[config.mk]
export PLATFORM = sky130hd
export DESIGN_NAME = lr3_disp_scan_ctrl
export DESIGN_NICKNAME = d
export VERILOG_FILES = /design/src/rtl/lr3_disp_pkg.sv /design/src/rtl/lr3_hex7seg.sv /design/src/rtl/lr3_disp_scan_ctrl.sv
export SDC_FILE = /design/constraint.sdc
export NUM_CORES = 1
export LEC_CHECK = 0
export BUFFER_PORTS_ARGS = -buffer_cell sky130_fd_sc_hd__buf_4
export CORE_UTILIZATION = 32
export CTS_BUF_LIST = sky130_fd_sc_hd__clkbuf_4 sky130_fd_sc_hd__clkbuf_8 sky130_fd_sc_hd__clkbuf_16
export DETAILED_ROUTE_END_ITERATION = 10
export GPL_ROUTABILITY_DRIVEN = 0
export PLACE_DENSITY = 0.54
export SETUP_SLACK_MARGIN = 0.5
export SLEW_MARGIN = 0
export SYNTH_ARGS = -nofsm -noshare
export SYNTH_HDL_FRONTEND = slang
export SYNTH_SLANG_ARGS = --single-unit
[constraint.sdc]
create_clock -name CLK -period 2.2 [get_ports CLK]
set_input_delay 0.11 -clock CLK [delete_from_list [all_inputs] [get_ports CLK]]
set_output_delay 0.11 -clock CLK [all_outputs]
set_load 0.03 [all_outputs]
[src/rtl/lr3_disp_pkg.sv]
// lr3_disp_pkg: shared constants, scan FSM state type and the active-low 7-segment glyph table.
package lr3_disp_pkg;
  localparam int DIGITS = 8;
  typedef enum logic {ST_BLANK = 1'b0, ST_SHOW = 1'b1} state_e;
  // Glyphs are {g,f,e,d,c,b,a}, active-low, for nibble values 0..F.
  localparam logic [6:0] SEG_LUT [0:15] = '{
    7'h40, 7'h79, 7'h24, 7'h30, 7'h19, 7'h12, 7'h02, 7'h78,
    7'h00, 7'h10, 7'h08, 7'h03, 7'h46, 7'h21, 7'h06, 7'h0E
  };
endpackage

[src/rtl/lr3_hex7seg.sv]
// lr3_hex7seg: combinational hex nibble to active-low 7-segment decoder (nib_i -> seg_o {g,f,e,d,c,b,a}).
module lr3_hex7seg
  import lr3_disp_pkg::*;
(
  input  logic [3:0] nib_i,
  output logic [6:0] seg_o
);
  assign seg_o = SEG_LUT[nib_i];
endmodule

[src/rtl/lr3_disp_scan_ctrl.sv]
// lr3_disp_scan_ctrl: 8-digit multiplexed 7-segment scanner with frame-synchronous shadow update.
// Ports: CLK, RST_N (async active-low), CE (scan enable), DISP_SEQ[31:0] (8 nibbles), DISP_OFF[7:0] (1 = dark),
//        UPD (load request) -> UPD_ACK (load pulse), AN[7:0] / SEG[6:0] (active-low, registered), FRAME (wrap pulse).
// Option: LR3_SCAN_BLINK_EN adds BLINK[7:0] and a 5-bit frame counter; flagged digits go dark while counter[4]=1.
module lr3_disp_scan_ctrl
  import lr3_disp_pkg::*;
#(
  parameter int PRESC = 50000,
  parameter int BLANK = 16
) (
  input  logic        CLK,
  input  logic        RST_N,
  input  logic        CE,
  input  logic [31:0] DISP_SEQ,
  input  logic [7:0]  DISP_OFF,
  input  logic        UPD,
`ifdef LR3_SCAN_BLINK_EN
  input  logic [7:0]  BLINK,
`endif
  output logic        UPD_ACK,
  output logic [7:0]  AN,
  output logic [6:0]  SEG,
  output logic        FRAME
);
  localparam logic [15:0] PMAX = 16'(PRESC - 1);
  localparam logic [15:0] BEND = 16'(BLANK - 1);
  logic [15:0] presc_q, presc_d;
  logic [2:0]  idx_q, idx_d;
  state_e      state_q, state_d;
  logic [31:0] seq_q, seq_d;
  logic [7:0]  off_q, off_d, an_q, an_d;
  logic [6:0]  seg_q, seg_d, glyph;
  logic        pend_q, pend_d, ack_q, frame_q;
  logic        wrap, bound, load, dark;
  assign wrap  = CE && presc_q == PMAX;
  assign bound = wrap && idx_q == 3'(DIGITS - 1);
  // A request arriving on the boundary cycle itself is served immediately.
  assign load  = bound && (pend_q || UPD);
  lr3_hex7seg u_hex (.nib_i(seq_q[{idx_q, 2'b00} +: 4]), .seg_o(glyph));
`ifdef LR3_SCAN_BLINK_EN
  logic [4:0] fcnt_q;
  always_ff @(posedge CLK or negedge RST_N)
    if (!RST_N) fcnt_q <= '0;
    else if (bound) fcnt_q <= fcnt_q + 5'd1;
  assign dark = off_q[idx_q] | (BLINK[idx_q] & fcnt_q[4]);
`else
  assign dark = off_q[idx_q];
`endif
  always_ff @(posedge CLK or negedge RST_N) begin
    if (!RST_N) begin
      presc_q <= '0;
      idx_q   <= '0;
      state_q <= ST_BLANK;
      seq_q   <= '0;
      off_q   <= 8'hFF;
      pend_q  <= 1'b0;
      an_q    <= 8'hFF;
      seg_q   <= 7'h7F;
      ack_q   <= 1'b0;
      frame_q <= 1'b0;
    end else begin
      presc_q <= presc_d;
      idx_q   <= idx_d;
      state_q <= state_d;
      seq_q   <= seq_d;
      off_q   <= off_d;
      pend_q  <= pend_d;
      an_q    <= an_d;
      seg_q   <= seg_d;
      ack_q   <= load;
      frame_q <= bound;
    end
  end
  always_comb begin
    presc_d = CE ? (wrap ? '0 : presc_q + 16'd1) : presc_q;
    idx_d   = wrap ? idx_q + 3'd1 : idx_q;
    seq_d   = load ? DISP_SEQ : seq_q;
    off_d   = load ? DISP_OFF : off_q;
    pend_d  = load ? 1'b0 : (pend_q | UPD);
  end
  always_comb
    state_d = (state_q == ST_BLANK) ? ((CE && presc_q == BEND) ? ST_SHOW : ST_BLANK)
                                    : (wrap ? ST_BLANK : ST_SHOW);
  // Outputs are computed from the current state/index and registered, so they trail by one cycle.
  always_comb begin
    an_d  = CE ? ((state_q == ST_SHOW && !dark) ? ~(8'b1 << idx_q) : 8'hFF) : an_q;
    seg_d = CE ? ((state_q == ST_SHOW) ? glyph : 7'h7F) : seg_q;
  end
  assign AN      = an_q;
  assign SEG     = seg_q;
  assign UPD_ACK = ack_q;
  assign FRAME   = frame_q;
endmodule

==> flow_summary.toml, run 1 <==
[worst_setup_path]
reg2reg_slack_ns = 0.11
reg2reg_from = "idx_q[1]$_DFFE_PN0N_"
cp.arrival_ns = 2.36
cp_max_fo = 3
cp-start-kind = "flip-flop"
crit_chain = "mux4_2, mux2_4, clkinv_4, ha_4, mux2_4, mux2i_1, o22a_1"
cp-end-kind = "flip-flop"
slowest_stage = "mux4_2"
r2r_cells = 7
timing.rr.end = "SEG[3]$_DFFE_PN1P_"
required_ns = 2.47
crit_top_cell = "mux2_4"
path_class = "flip-flop to flip-flop"
slowest_delay_ns = 0.50

[hold_path]
min_path_cells = 2
min_to = "seq_q[13]$_DFFE_PN0P_"
hp-class = "input pin to flip-flop"
hold_start = "DISP_SEQ[13]"

[floorplanning]
die_h_um = 110
rows = 39
fp.dieW_um = 110
initial_core_util_pct = 32.8
io_pins = 61
design.core.area_sq_um = 11400
die-area_sq_um = 12100

[timing]
worst_slew_pin_slew_ns = 0.555
finalSetupTns_ns = 0
finalMaxSlewViolations = 0
setup_violations = 0
hold_violations = 0
fin_ws_ns = 0.109
rsz0062_at_grt = "yes"
holdWs_ns = 0.00807
timing.fmax_mhz = 478
period_needed_ns = 2.09
max_slew_margin_pct = 63.0
finalCritPeriodShare_pct = 95.1
finClkSkew_ns = 0.00670

[layout]
fillCellCount = 1003
fin_util_pct = 48.3
stdcell_count = 557
layout.nets = 466
layout-drive-gt1-share_pct = 56.8
multi_input_area_sq_um = 1830
diodes = 0
seqCellArea_sq_um = 1990
syn_to_final_growth_pct = 47.2

[synthesis]
synthTopCellsByArea = "dfrtp_1 (37%), dfstp_2 (16%), mux2_2 (12%), ha_1 (4.4%), mux4_2 (3.6%)"
synth_edf_count = 0
synth_nets = 344
synth_top_cell_by_area = "dfrtp_1"
synth-main-ff-cell = "dfrtp_1"
avgSynthCellArea_sq_um = 13.0
syn_inst = 287
yosysWarningCount = 0
netlist.area_leader.share_pct = 36.9
synth.distinct_cells = 41
synthesis.area_sq_um = 3730
synth-seq-area-share_pct = 53.1
synthArstFlopShare_pct = 100
synth_seq_cells = 78

[routing]
first_iter_violations = 105
vias = 2695
ant_nets = 0
avgViaCountPerCell = 4.84
drc = 0
first_pass_iters = 4
routedWlPerCell_um = 15.8
routed_wl_um = 8820

[clock_tree]
cts_tree = "built"
cts.sinks = 78
clk_latency_ns = 0.33
clockBufferDepth = 2
cts_buffers = 9
htree_levels = 3
path_clk_slew_ns = 0.06
root_buffer = "clkbuf_16"

[power_and_ir_drop]
ir_worst_vdd_v = 0.000434
power_density_nw_per_um2 = 676
leakagePower_nw = 2.56

[global_routing]
grt_max_degree = 44
first_global_vias = 2588
grt_pass1_wl_um = 13700
antenna_found_initial = 0
grt_use_total_pct = 15.4
grt-ovfl-total = 0

[placement]
dp_cells = 492
place_ws_ns = 0.0469
dp_hpwl_um = 5670
io_buffers = 60

[flow_run]
maxCapViolations = 0

[outcome]
outcome = "completed"
-- registers in the layout, summed over array words and instances, names as in the netlist, 3 cells and up --
name / cells
off_q: 8
seq_q: 32
AN: 8
SEG: 7
idx_q: 3
presc_q: 16
-- synthesized netlist by cell type, types with 2 or more instances --
library cell  count
and2_1            2
nand2_1          13
nand4_1           4
dfrtp_1          55
mux2_1            4
nor2_1           31
a21oi_1           4
nor4_1            3
o21ai_0           2
inv_1             7
nor3_1            3
mux2i_4           2
buf_2             6
mux2i_1           6
mux2_2           40
nand3_1           7
mux4_2            6
dfstp_2          23
o32a_1            4
clkbuf_1          4
a31oi_1           8
o22ai_1           3
xnor2_1           8
and3_1            4
ha_1             13
xor2_1            7
mux4_1            4
-- what timing repair did --
| item | CTS | global route |
|---|---|---|
| endpoints found under the setup margin | 58 | 60 |
| gates cloned | 4 | 2 |
| resized for setup | 11 | 26 |
| hold buffers | 9 | 3 |
| pin swaps | 2 | 9 |
| buffers inserted | 9 | 22 |
| hold endpoints to repair | 30 | 3 |
-- logic make-up (layout without fill, tap and decap cells) --
family / Yosys count / in the layout / share of synthesized area (%)
AO/OA/AOI/OAI: 25 / 25 / 4.63
adder cells (fa/ha/maj): 13 / 13 / 4.36
flip-flops: 78 / 78 / 53.1
XOR/XNOR: 15 / 15 / 3.52
multiplexers: 62 / 62 / 22.6
buffers and inverters: 19 / 146 / 2.32
AND/OR/NAND/NOR: 75 / 75 / 9.50
-- power by group --
group / internal (mW) / leakage (nW) / switching, mW / total [mW]
Combinational: 0.331 / 1.45 / 0.310 / 0.641
Sequential: 1.57 / 0.975 / 0.113 / 1.68
Clock: 0.784 / 0.136 / 0.600 / 1.38
Total: 2.68 / 2.56 / 1.02 / 3.71
-- final cells by class --
cell class,instances,share of cell area [%]
clock inverter,6,0.866
timing repair buffer,122,21.5
multi-input combinational,190,33.3
clock buffer,10,4.24
inverter,8,0.638
tap,143,3.26
sequential,78,36.2
-- placed cells by master, fill, tap and decap left out, drive strengths merged, types with 10 or more instances in the layout --
| cell type | synthesis | layout |
|---|---|---|
| mux2 | 44 | 44 |
| dfrtp | 55 | 55 |
| ha | 13 | 13 |
| buf | 7 | 108 |
| nor2 | 32 | 32 |
| dlygate4sd3 | 0 | 12 |
| clkbuf | 4 | 12 |
| dfstp | 23 | 23 |
| mux4 | 10 | 10 |
| nand2 | 13 | 13 |
-- critical path: cells and delay by family (launching register included) --
family	cells	cell delay [ns]
mux	4	1.23
compound gates	1	0.14
fa+ha+maj	1	0.19
buf+inv	1	0.08
flops	1	0.41
-- stage by stage --
stage / instance area, sq um / power, mW
2_1_floorplan: 3870 / 1.99
3_3_place_gp: 4540 / 2.21
3_5_place_dp: 4540 / 2.21
4_1_cts: 5130 / 3.69
5_1_grt: 5490 / 3.89
6_report: 5490 / 3.71
-- worst max-delay path by stage --
stage	startpoint	end	slack, ns	cells past startpoint
after floorplan	idx_q[1]$_DFFE_PN0N_	SEG[3]$_DFFE_PN1P_	0.06	8
after global placement	idx_q[1]$_DFFE_PN0N_	SEG[3]$_DFFE_PN1P_	0.05	7
after detailed placement	idx_q[1]$_DFFE_PN0N_	SEG[4]$_DFFE_PN1P_	0.05	6
after CTS	idx_q[1]$_DFFE_PN0N_	SEG[3]$_DFFE_PN1P_	0.09	7
after global routing	idx_q[1]$_DFFE_PN0N_	SEG[6]$_DFFE_PN1P_	0.06	7
final	idx_q[1]$_DFFE_PN0N_	SEG[3]$_DFFE_PN1P_	0.11	7
-- layer usage --
metal / share of wire [%] / global-route usage (%)
met4: 1.5 / 6.00
met1: 47 / 21.1
met5: 0 / 0
met2: 47 / 23.9
met3: 4.2 / 3.20
(Power assumes the default switching activity.)
==> run 2, diff against run 1 <==
Settings changed: CTS_CLUSTER_SIZE set to 40, PLACE_DENSITY 0.54 to 0.52.
Clock period 2.2 ns to 2.4 ns, I/O delays scaled along.
==> run 2 against run 1 <==
Final area is 3.8% lower. First-iteration DRC count is 0.95% lower. Maximum frequency is 1.3% lower. Clock skew down 0.0013 ns. Register-to-register slack gained 0.17 ns. Largest cell class unchanged. Largest power group is now the clock network.
==> flow_summary.toml, run 2 (synthesized netlist as in run 1, its figures left out) <==
[layout]
top_register = "seq_q"
fin_util_pct = 46.4
diodes = 0
seqCellArea_sq_um = 1990
final_cell_mix = "buf_4 (84), dfrtp_1 (50), mux2_2 (38)"
top_regs = "seq_q (32), presc_q (16)"
mostFrequentLayoutCell = "buf_4"
fillCellCount = 1036
multi_input_area_sq_um = 1780
syn_to_final_growth_pct = 41.6
layout-drive-gt1-share_pct = 54.7
largest_reg_flops = 32
layout.nets = 443

[floorplanning]
design.core.area_sq_um = 11400
die_h_um = 110
die-area_sq_um = 12100
initial_core_util_pct = 32.8
fp.dieW_um = 110
rows = 39
io_pins = 61

[global_routing]
first_global_vias = 2689
grt_pass1_wl_um = 13800
grt_use_total_pct = 15.1
antenna_found_initial = 0
grt_max_degree = 69
grt-ovfl-total = 0

[routing]
first_iter_violations = 104
routed_wl_um = 8680
vias = 2590
drc = 0
ant_nets = 0
avgViaCountPerCell = 4.85
routedWlPerCell_um = 16.2
first_pass_iters = 4

[timing]
rsz0062_at_grt = "yes"
max_slew_margin_pct = 41.3
setup_violations = 0
finalMaxSlewViolations = 0
finalSetupTns_ns = 0
period_needed_ns = 2.12
worst_slew_pin_slew_ns = 0.881
holdWs_ns = 0.0228
finClkSkew_ns = 0.00536
hold_violations = 0
finalCritPeriodShare_pct = 88.3
timing.fmax_mhz = 472

[clock_tree]
htree_levels = 3
cts.sinks = 78
path_clk_slew_ns = 0.06
clk_latency_ns = 0.33
root_buffer = "clkbuf_16"
cts_tree = "built"
clockBufferDepth = 2
cts_buffers = 9

[worst_setup_path]
r2r_cells = 7
slowest_delay_ns = 0.52
cp-start-kind = "flip-flop"
cp-end-kind = "flip-flop"
cp_max_fo = 4
reg2reg_from = "idx_q[1]$_DFFE_PN0N_"
required_ns = 2.67
path_class = "flip-flop to flip-flop"
reg2reg_slack_ns = 0.28
crit_top_cell = "mux2_4"
crit_chain = "mux4_2, mux2_4, clkinv_4, ha_4, mux2_4, mux2i_1, o22a_1"
timing.rr.end = "SEG[3]$_DFFE_PN1P_"
slowest_stage = "mux4_2"
cp.arrival_ns = 2.39

[power_and_ir_drop]
p_comb_share_pct = 14.1
power_density_nw_per_um2 = 719
p_sw_mw = 0.903
power_frac_clock_pct = 45.2
switching_share_pct = 23.8
pwr-share-seq_pct = 40.7
leakagePower_nw = 2.47
p_int_mw = 2.89
ir_worst_vdd_v = 0.000375

[outcome]
outcome = "completed"

[placement]
dp_hpwl_um = 5520
io_buffers = 60

[hold_path]
hp-class = "input pin to flip-flop"
min_to = "seq_q[24]$_DFFE_PN0P_"
hold_start = "DISP_SEQ[24]"
min_path_cells = 2

[flow_run]
maxCapViolations = 0
run 2: cell count changes in the layout (fill, tap and decap cells not counted), moves of 2 or more:
| cell | delta |
|---|---|
| buf_12 | -4 |
| buf_4 | -5 |
| buf_6 | -6 |
| bufinv_16 | +4 |
| clkbuf_8 | +2 |
| clkinv_4 | -2 |
| dlygate4sd3_1 | -9 |
| ha_1 | +2 |
| nor4_1 | +2 |
run 2: power by group through the flow:
| stage | Combinational [mW] | Sequential [mW] | Clock, mW |
|---|---|---|---|
| after floorplan | 0.195 | 1.61 | 0 |
| after global placement | 0.421 | 1.57 | 0 |
| after detailed placement | 0.431 | 1.57 | 0 |
| after CTS | 0.499 | 1.55 | 1.75 |
| after global routing | 0.589 | 1.56 | 1.81 |
| final | 0.537 | 1.54 | 1.72 |
run 2: layer usage:
| metal | GRT usage (%) | vias up | part of all wire (%) |
|---|---|---|---|
| met5 | 0 | - | 0 |
| met4 | 4.86 | 0 | 1.0 |
| met3 | 2.79 | 7 | 3.9 |
| met2 | 23.1 | 63 | 46 |
| met1 | 21.6 | 1290 | 49 |
| li1 | - | 1230 | - |
run 2: stage by stage:
stage / cells / instance area [sq um] / power [mW] / setup WS [ns]
after global routing: 534 / 5280 / 3.96 / 0.205
after global placement: 490 / 4460 / 1.99 / 0.211
after CTS: 528 / 5150 / 3.80 / 0.306
after detailed placement: 490 / 4460 / 2.00 / 0.140
after floorplan: 287 / 3800 / 1.80 / 0.256
final: 534 / 5280 / 3.80 / 0.281
run 2: cell type report:
cell class / instances / area share (%)
Timing Repair Buffer: 99 / 17.3
Tap cell: 143 / 3.39
Inverter: 8 / 0.735
Clock buffer: 11 / 4.79
Multi-Input combinational cell: 190 / 33.7
Clock inverter: 5 / 2.44
Sequential cell: 78 / 37.6
run 2: critical path: cells and delay by family (launching register included):
family                     cells  cell delay, ns
buffers and inverters          1            0.08
DFF                            1            0.41
AOI/OAI and AO/OA              1            0.14
adders and majority gates      1            0.20
muxes                          4            1.22
run 2: worst max path at each step:
stage | from | to | cells past startpoint
final | idx_q[1]$_DFFE_PN0N_ | SEG[3]$_DFFE_PN1P_ | 7
after global routing | idx_q[1]$_DFFE_PN0N_ | SEG[5]$_DFFE_PN1P_ | 7
after CTS | idx_q[1]$_DFFE_PN0N_ | SEG[5]$_DFFE_PN1P_ | 7
after detailed placement | idx_q[0]$_DFFE_PN0N_ | SEG[3]$_DFFE_PN1P_ | 6
after global placement | idx_q[0]$_DFFE_PN0N_ | SEG[3]$_DFFE_PN1P_ | 6
after floorplan | idx_q[1]$_DFFE_PN0N_ | SEG[3]$_DFFE_PN1P_ | 8
run 2: what timing repair did:
action,CTS,global route
pin swaps,3,8
gates cloned,3,4
gates resized for setup,20,12
buffers inserted,16,2
endpoints found under the hold margin,57,0
setup endpoints to repair,55,54
hold buffers,3,0
